$ cat src/rtl/uart_tx_ctrl.sv
`default_nettype none
// ============================================================================
// Module   : uart_tx_ctrl
// Brief    : UART transmit frame sequencer (start, data LSB-first, optional
//            parity, stop), one line bit per CLK cycle.
// Revision : 1.0 - initial release
// ============================================================================
module uart_tx_ctrl #(
    parameter int DATA_WIDTH = 8
) (
    input  logic                  CLK,
    input  logic                  RST,
    input  logic [DATA_WIDTH-1:0] P_DATA,
    input  logic                  DATA_VALID,
    input  logic                  PAR_EN,
    input  logic                  PAR_TYP,
    output logic                  TX_OUT,
    output logic                  Busy
);

    localparam int c_CNT_W = (DATA_WIDTH > 1) ? $clog2(DATA_WIDTH) : 1;
    localparam logic [c_CNT_W-1:0] c_CNT_LAST = c_CNT_W'(DATA_WIDTH - 1);
    localparam logic [c_CNT_W-1:0] c_CNT_ONE  = c_CNT_W'(1);

    typedef enum logic [2:0] {
        S_IDLE   = 3'd0,
        S_START  = 3'd1,
        S_DATA   = 3'd2,
        S_PARITY = 3'd3,
        S_STOP   = 3'd4
    } state_t;

    state_t                  r_state;
    state_t                  w_state_nxt;
    logic [c_CNT_W-1:0]      r_cnt;
    logic [c_CNT_W-1:0]      w_cnt_nxt;
    logic [c_CNT_W-1:0]      w_cnt_inc;
    logic [DATA_WIDTH-1:0]   r_data;
    logic                    r_par_en;
    logic                    r_par_typ;
    logic                    r_tx;
    logic                    w_tx_nxt;
    logic                    r_busy;
    logic                    w_busy_nxt;
    logic                    w_load;
    logic                    w_parity;

    assign w_cnt_inc = r_cnt + c_CNT_ONE;
    // Odd parity is the complement of the even (XOR) parity.
    assign w_parity  = (^r_data) ^ r_par_typ;

    always_ff @(posedge CLK or posedge RST) begin
        if (RST) begin
            r_state   <= S_IDLE;
            r_cnt     <= '0;
            r_tx      <= 1'b1;
            r_busy    <= 1'b0;
            r_data    <= '0;
            r_par_en  <= 1'b0;
            r_par_typ <= 1'b0;
        end else begin
            r_state <= w_state_nxt;
            r_cnt   <= w_cnt_nxt;
            r_tx    <= w_tx_nxt;
            r_busy  <= w_busy_nxt;
            if (w_load) begin
                r_data    <= P_DATA;
                r_par_en  <= PAR_EN;
                r_par_typ <= PAR_TYP;
            end
        end
    end

    always_comb begin
        w_state_nxt = r_state;
        w_cnt_nxt   = r_cnt;
        w_tx_nxt    = r_tx;
        w_busy_nxt  = r_busy;
        w_load      = 1'b0;
        case (r_state)
            S_IDLE: begin
                w_tx_nxt   = 1'b1;
                w_busy_nxt = 1'b0;
                if (DATA_VALID) begin
                    w_load      = 1'b1;
                    w_state_nxt = S_START;
                    w_tx_nxt    = 1'b0;
                    w_busy_nxt  = 1'b1;
                end
            end
            S_START: begin
                w_state_nxt = S_DATA;
                w_cnt_nxt   = '0;
                w_tx_nxt    = r_data[0];
            end
            S_DATA: begin
                if (r_cnt == c_CNT_LAST) begin
                    if (r_par_en) begin
                        w_state_nxt = S_PARITY;
                        w_tx_nxt    = w_parity;
                    end else begin
                        w_state_nxt = S_STOP;
                        w_tx_nxt    = 1'b1;
                    end
                end else begin
                    w_cnt_nxt = w_cnt_inc;
                    w_tx_nxt  = r_data[w_cnt_inc];
                end
            end
            S_PARITY: begin
                w_state_nxt = S_STOP;
                w_tx_nxt    = 1'b1;
            end
            S_STOP: begin
                // A request on the final stop cycle chains the next frame with no idle gap.
                if (DATA_VALID) begin
                    w_load      = 1'b1;
                    w_state_nxt = S_START;
                    w_tx_nxt    = 1'b0;
                    w_busy_nxt  = 1'b1;
                end else begin
                    w_state_nxt = S_IDLE;
                    w_tx_nxt    = 1'b1;
                    w_busy_nxt  = 1'b0;
                end
            end
            default: begin
                w_state_nxt = S_IDLE;
                w_tx_nxt    = 1'b1;
                w_busy_nxt  = 1'b0;
            end
        endcase
    end

    assign TX_OUT = r_tx;
    assign Busy   = r_busy;

endmodule
`default_nettype wire

$ cat config.mk
export PLATFORM = sky130hd
export DESIGN_NAME = uart_tx_ctrl
export DESIGN_NICKNAME = d
export VERILOG_FILES = /design/src/rtl/uart_tx_ctrl.sv
export SDC_FILE = /design/constraint.sdc
export NUM_CORES = 1
export LEC_CHECK = 0
export CAP_MARGIN = 25
export CORE_MARGIN = 4
export CORE_UTILIZATION = 55
export DETAILED_ROUTE_END_ITERATION = 8
export PLACE_DENSITY = 0.81
export REMOVE_ABC_BUFFERS = 1
export SETUP_SLACK_MARGIN = 0.05
export SYNTH_ARGS = -nofsm -noshare
export SYNTH_HDL_FRONTEND = slang
export SYNTH_SLANG_ARGS = --single-unit
$ cat constraint.sdc
create_clock -name CLK -period 6.3 [get_ports CLK]
set_input_delay 1.575 -clock CLK [delete_from_list [all_inputs] [get_ports CLK]]
set_output_delay 1.575 -clock CLK [all_outputs]
set_load 0.01 [all_outputs]
==> results <==
- The number of filler cells placed in the layout is between 100 and 150.
- The die width is 50.3 µm.
- The cell area after synthesis is 983 µm².
- For the final routed database, the setup TNS stands at 0 ns.
- The post-route minimum period is 3.14 ns.
- After clock tree synthesis, the repair step resized 0 gates.
- The first global-routing pass estimated around 3300 µm of wire.
- The post-detailed-route wirelength per cell is 16.5 µm.
- The starting density of the core is 0.576.
- At the later pin of the worst-skew pair, clock insertion delay measures 0.30 ns.
- The count of hold-fix buffers inserted at cts is 0.
- Summing all flip-flop and latch instances after layout gives 452 µm².
- The largest buffer count on any clock path is 2.
- The number of nets with antenna violations after detailed routing is 0.
- The placeable core region is roughly 1700 µm².
- The floorplan die height is 50.3 µm.
- The number of nets in the final layout is 107.
- The synthesized netlist contains 31 unique library cells.
- Dividing total power by cell area gives a power density of 524 nW/µm².
- Clock-pin slew was measured on the worst setup and hold paths at 0.10 ns.
- The final core utilization is 0.683.
- The remaining routing DRC violations is 0.
- The final layout contains routed wiring with a total length of 1910 µm.
- Based on the critical path, the design can be clocked at up to 319 MHz.
- VDD sags by at most 0.000322 V.
- The number of levels the H-tree was split into is 1.
- Clock tree synthesis inserted a total of 3 buffers.
- The count of flip-flops with a built-in enable after synthesis is 0.
- The TritonCTS clock tree is built.
- Of the post-synthesis cell area, the dominant cell type holds 0.433.
- Clock tree synthesis selected as its root buffer the cell sky130_fd_sc_hd__clkbuf_4.
- The run finished with clean final reports.
- The static power due to leakage is 0.501 nW.
- Data on the critical path is required at its endpoint by roughly 6.5 ns.
- Setup repair after global routing left no endpoint under its margin.
- The average instance area after synthesis is 12.9 µm².
- The worst setup path is captured at a flip-flop.
- The floorplan has 15 rows.
- Summed over all nets, the half-perimeter wirelength after detailed placement is 1280 µm.
- In this run, synthesis produced a sequential element count of 18.
- The max-slew headroom at the worst pin is 0.375.
- The repair_antennas step left the layout with diodes totalling 0.
- The number of warnings issued by yosys is 0.
- In the final layout, the share of cells above drive strength 1 is 0.220.
- Buffers added to address setup during post-CTS repair amount to 0.
- Data on the critical path arrives at its endpoint at roughly 3.4 ns.
- By area the synthesized netlist is led by sky130_fd_sc_hd__dfrtp_1 (43%), sky130_fd_sc_hd__mux2_2 (15%), sky130_fd_sc_hd__xnor3_1 (4.6%), sky130_fd_sc_hd__a22o_1 (3.6%), sky130_fd_sc_hd__dfstp_2 (2.7%).
- The total of max-cap violations is 0.
- The ratio of routed vias to standard cells is 5.82.
- The clock arrives with 0.00578 ns of skew.
- The critical setup path kind is input pin to flip-flop.
- The final setup violation count is 0.
- The total global-route track usage is 0.181.
- For this run, the register share of the synthesized area comes to 0.459.
- The number of antenna violations at the first check in global routing is 0.
- The synthesized design spends more area on one cell type than any other, namely sky130_fd_sc_hd__dfrtp_1.
- In this run, the number of DRC markers left after iteration 0 of detailed routing was 12.
- The number of endpoints with negative hold slack in the final report is 0.
- The number of sinks driven by the clock tree is 18.
- The multi-input combinational cells in the finished layout cover a total of 505 µm².
- The path category of the worst min-delay check is flip-flop to flip-flop.
- The final period utilization is 0.498.
- The number of global-route vias before repair is 688.
- Routability-driven placement finished with a final weighted congestion of roughly 0.81.
- The die footprint is 2530 µm².
- The proportion of synthesized flip-flops having asynchronous set or reset is 1.00.
- The final max-slew violation count came to 0.
- The prevailing post-synth register cell is sky130_fd_sc_hd__dfrtp_1.
- After technology mapping, the gate count stands at 76.
- Along the worst path, the maximum fanout reaches 15.
- The I/O pin total is 15.
- The maximum number of pins on one net before global-route repair is 19.
- Summing over every cut layer, the via total after detailed routing is 675.
- From synthesis to final layout, the design area changed by 18.6%.
- The first detailed-routing pass ran for 4 iterations.
- Summed over all layers, the global routing overflow is 0.
- STA classifies the critical path startpoint as an input pin.
- At the pin with the least slew margin, the transition time is 0.934 ns.
- The count of buffers added on input and output ports is 14.
==> registers in the layout (all words and copies together), names as in the netlist <==
signal,count
r_par_typ,1
TX_OUT,1
r_data,8
r_cnt,3
r_state,3
Busy,1
r_par_en,1
==> Yosys cell counts (2+ instances only) <==
cell type / instances
sky130_fd_sc_hd__o21ai_0: 2
sky130_fd_sc_hd__o311ai_0: 2
sky130_fd_sc_hd__ha_1: 2
sky130_fd_sc_hd__xnor3_1: 2
sky130_fd_sc_hd__dfrtp_1: 17
sky130_fd_sc_hd__mux2i_1: 2
sky130_fd_sc_hd__nor3b_1: 2
sky130_fd_sc_hd__inv_1: 3
sky130_fd_sc_hd__xnor2_1: 2
sky130_fd_sc_hd__a22o_1: 4
sky130_fd_sc_hd__mux2_2: 13
sky130_fd_sc_hd__nand2b_1: 2
sky130_fd_sc_hd__buf_2: 3
sky130_fd_sc_hd__a21oi_1: 3
==> logic make-up after synthesis <==
| family | count (synthesis) | synth area share |
|---|---|---|
| buffers and inverters | 6 | 0.0267 |
| adder cells (fa/ha/maj) | 2 | 0.0254 |
| AND/OR/NAND/NOR | 13 | 0.0865 |
| flip-flops | 18 | 0.459 |
| multiplexers | 17 | 0.204 |
| XOR/XNOR | 6 | 0.0967 |
| AO/OA/AOI/OAI | 14 | 0.102 |
==> layout by cell type (no fill, tap or decap), drive strengths merged, types with 3 or more instances in the layout <==
cell type and instances:
a21oi 3, o21ai 3, a22o 5, clkdlybuf4s50 14
inv 3, dfrtp 17, clkbuf 4, nor3b 3
mux2 14
==> worst paths after layout <==
check / startpoint / endpoint / slack [ns] / cells past startpoint
max in group asynchronous: RST / r_data[5] / 4.20 / 2
worst min-delay path: r_data[2] / r_data[2] / 0.56 / 1
worst max-delay path: DATA_VALID / TX_OUT / 3.16 / 5
worst min register to register: r_data[2] / r_data[2] / 0.56 / 1
min in group asynchronous: RST / Busy / 1.67 / 2
worst max register to register: r_cnt[0] / TX_OUT / 4.12 / 6
==> per-layer routing <==
metal  vias to the layer above  GRT usage  wire, µm
met4                         0      0.134        97
met2                        26      0.285       886
met3                        11     0.0475       102
met5                         -          0         0
li1                        310          -         -
met1                       328      0.210       825
==> final cells by class <==
type	count	share of cell area
clock buffers	4	0.0225
multi-input cells	52	0.433
flip-flops and latches	18	0.387
inverters	3	0.00966
repair buffers	14	0.120
well taps	25	0.0268
==> metrics by stage <==
| step | instances | setup slack (ns) | hold slack, ns | area (µm²) | total power [mW] |
|---|---|---|---|---|---|
| floorplan | 73 | 3.64 | 0.487 | 968 | 0.467 |
| global placement | 112 | 2.90 | 0.517 | 1140 | 0.526 |
| detailed placement | 112 | 2.85 | 0.530 | 1140 | 0.536 |
| CTS | 116 | 3.17 | 0.552 | 1170 | 0.610 |
| global route | 116 | 3.07 | 0.596 | 1170 | 0.652 |
| finish | 116 | 3.16 | 0.556 | 1170 | 0.611 |
==> critical path, cell delays in order <==
cell                              delay (ns)
sky130_fd_sc_hd__clkdlybuf4s50_1        0.47
sky130_fd_sc_hd__nor3b_2                0.76
sky130_fd_sc_hd__o311ai_0               0.30
sky130_fd_sc_hd__mux2i_1                0.20
sky130_fd_sc_hd__a21oi_1                0.06
==> report_power, final <==
part	internal, mW	total [mW]	switching, mW
sequential	0.171	0.239	0.0671
clock	0.0247	0.0610	0.0363
combinational	0.201	0.311	0.110
Note: power is estimated with default switching activity, not from simulation.
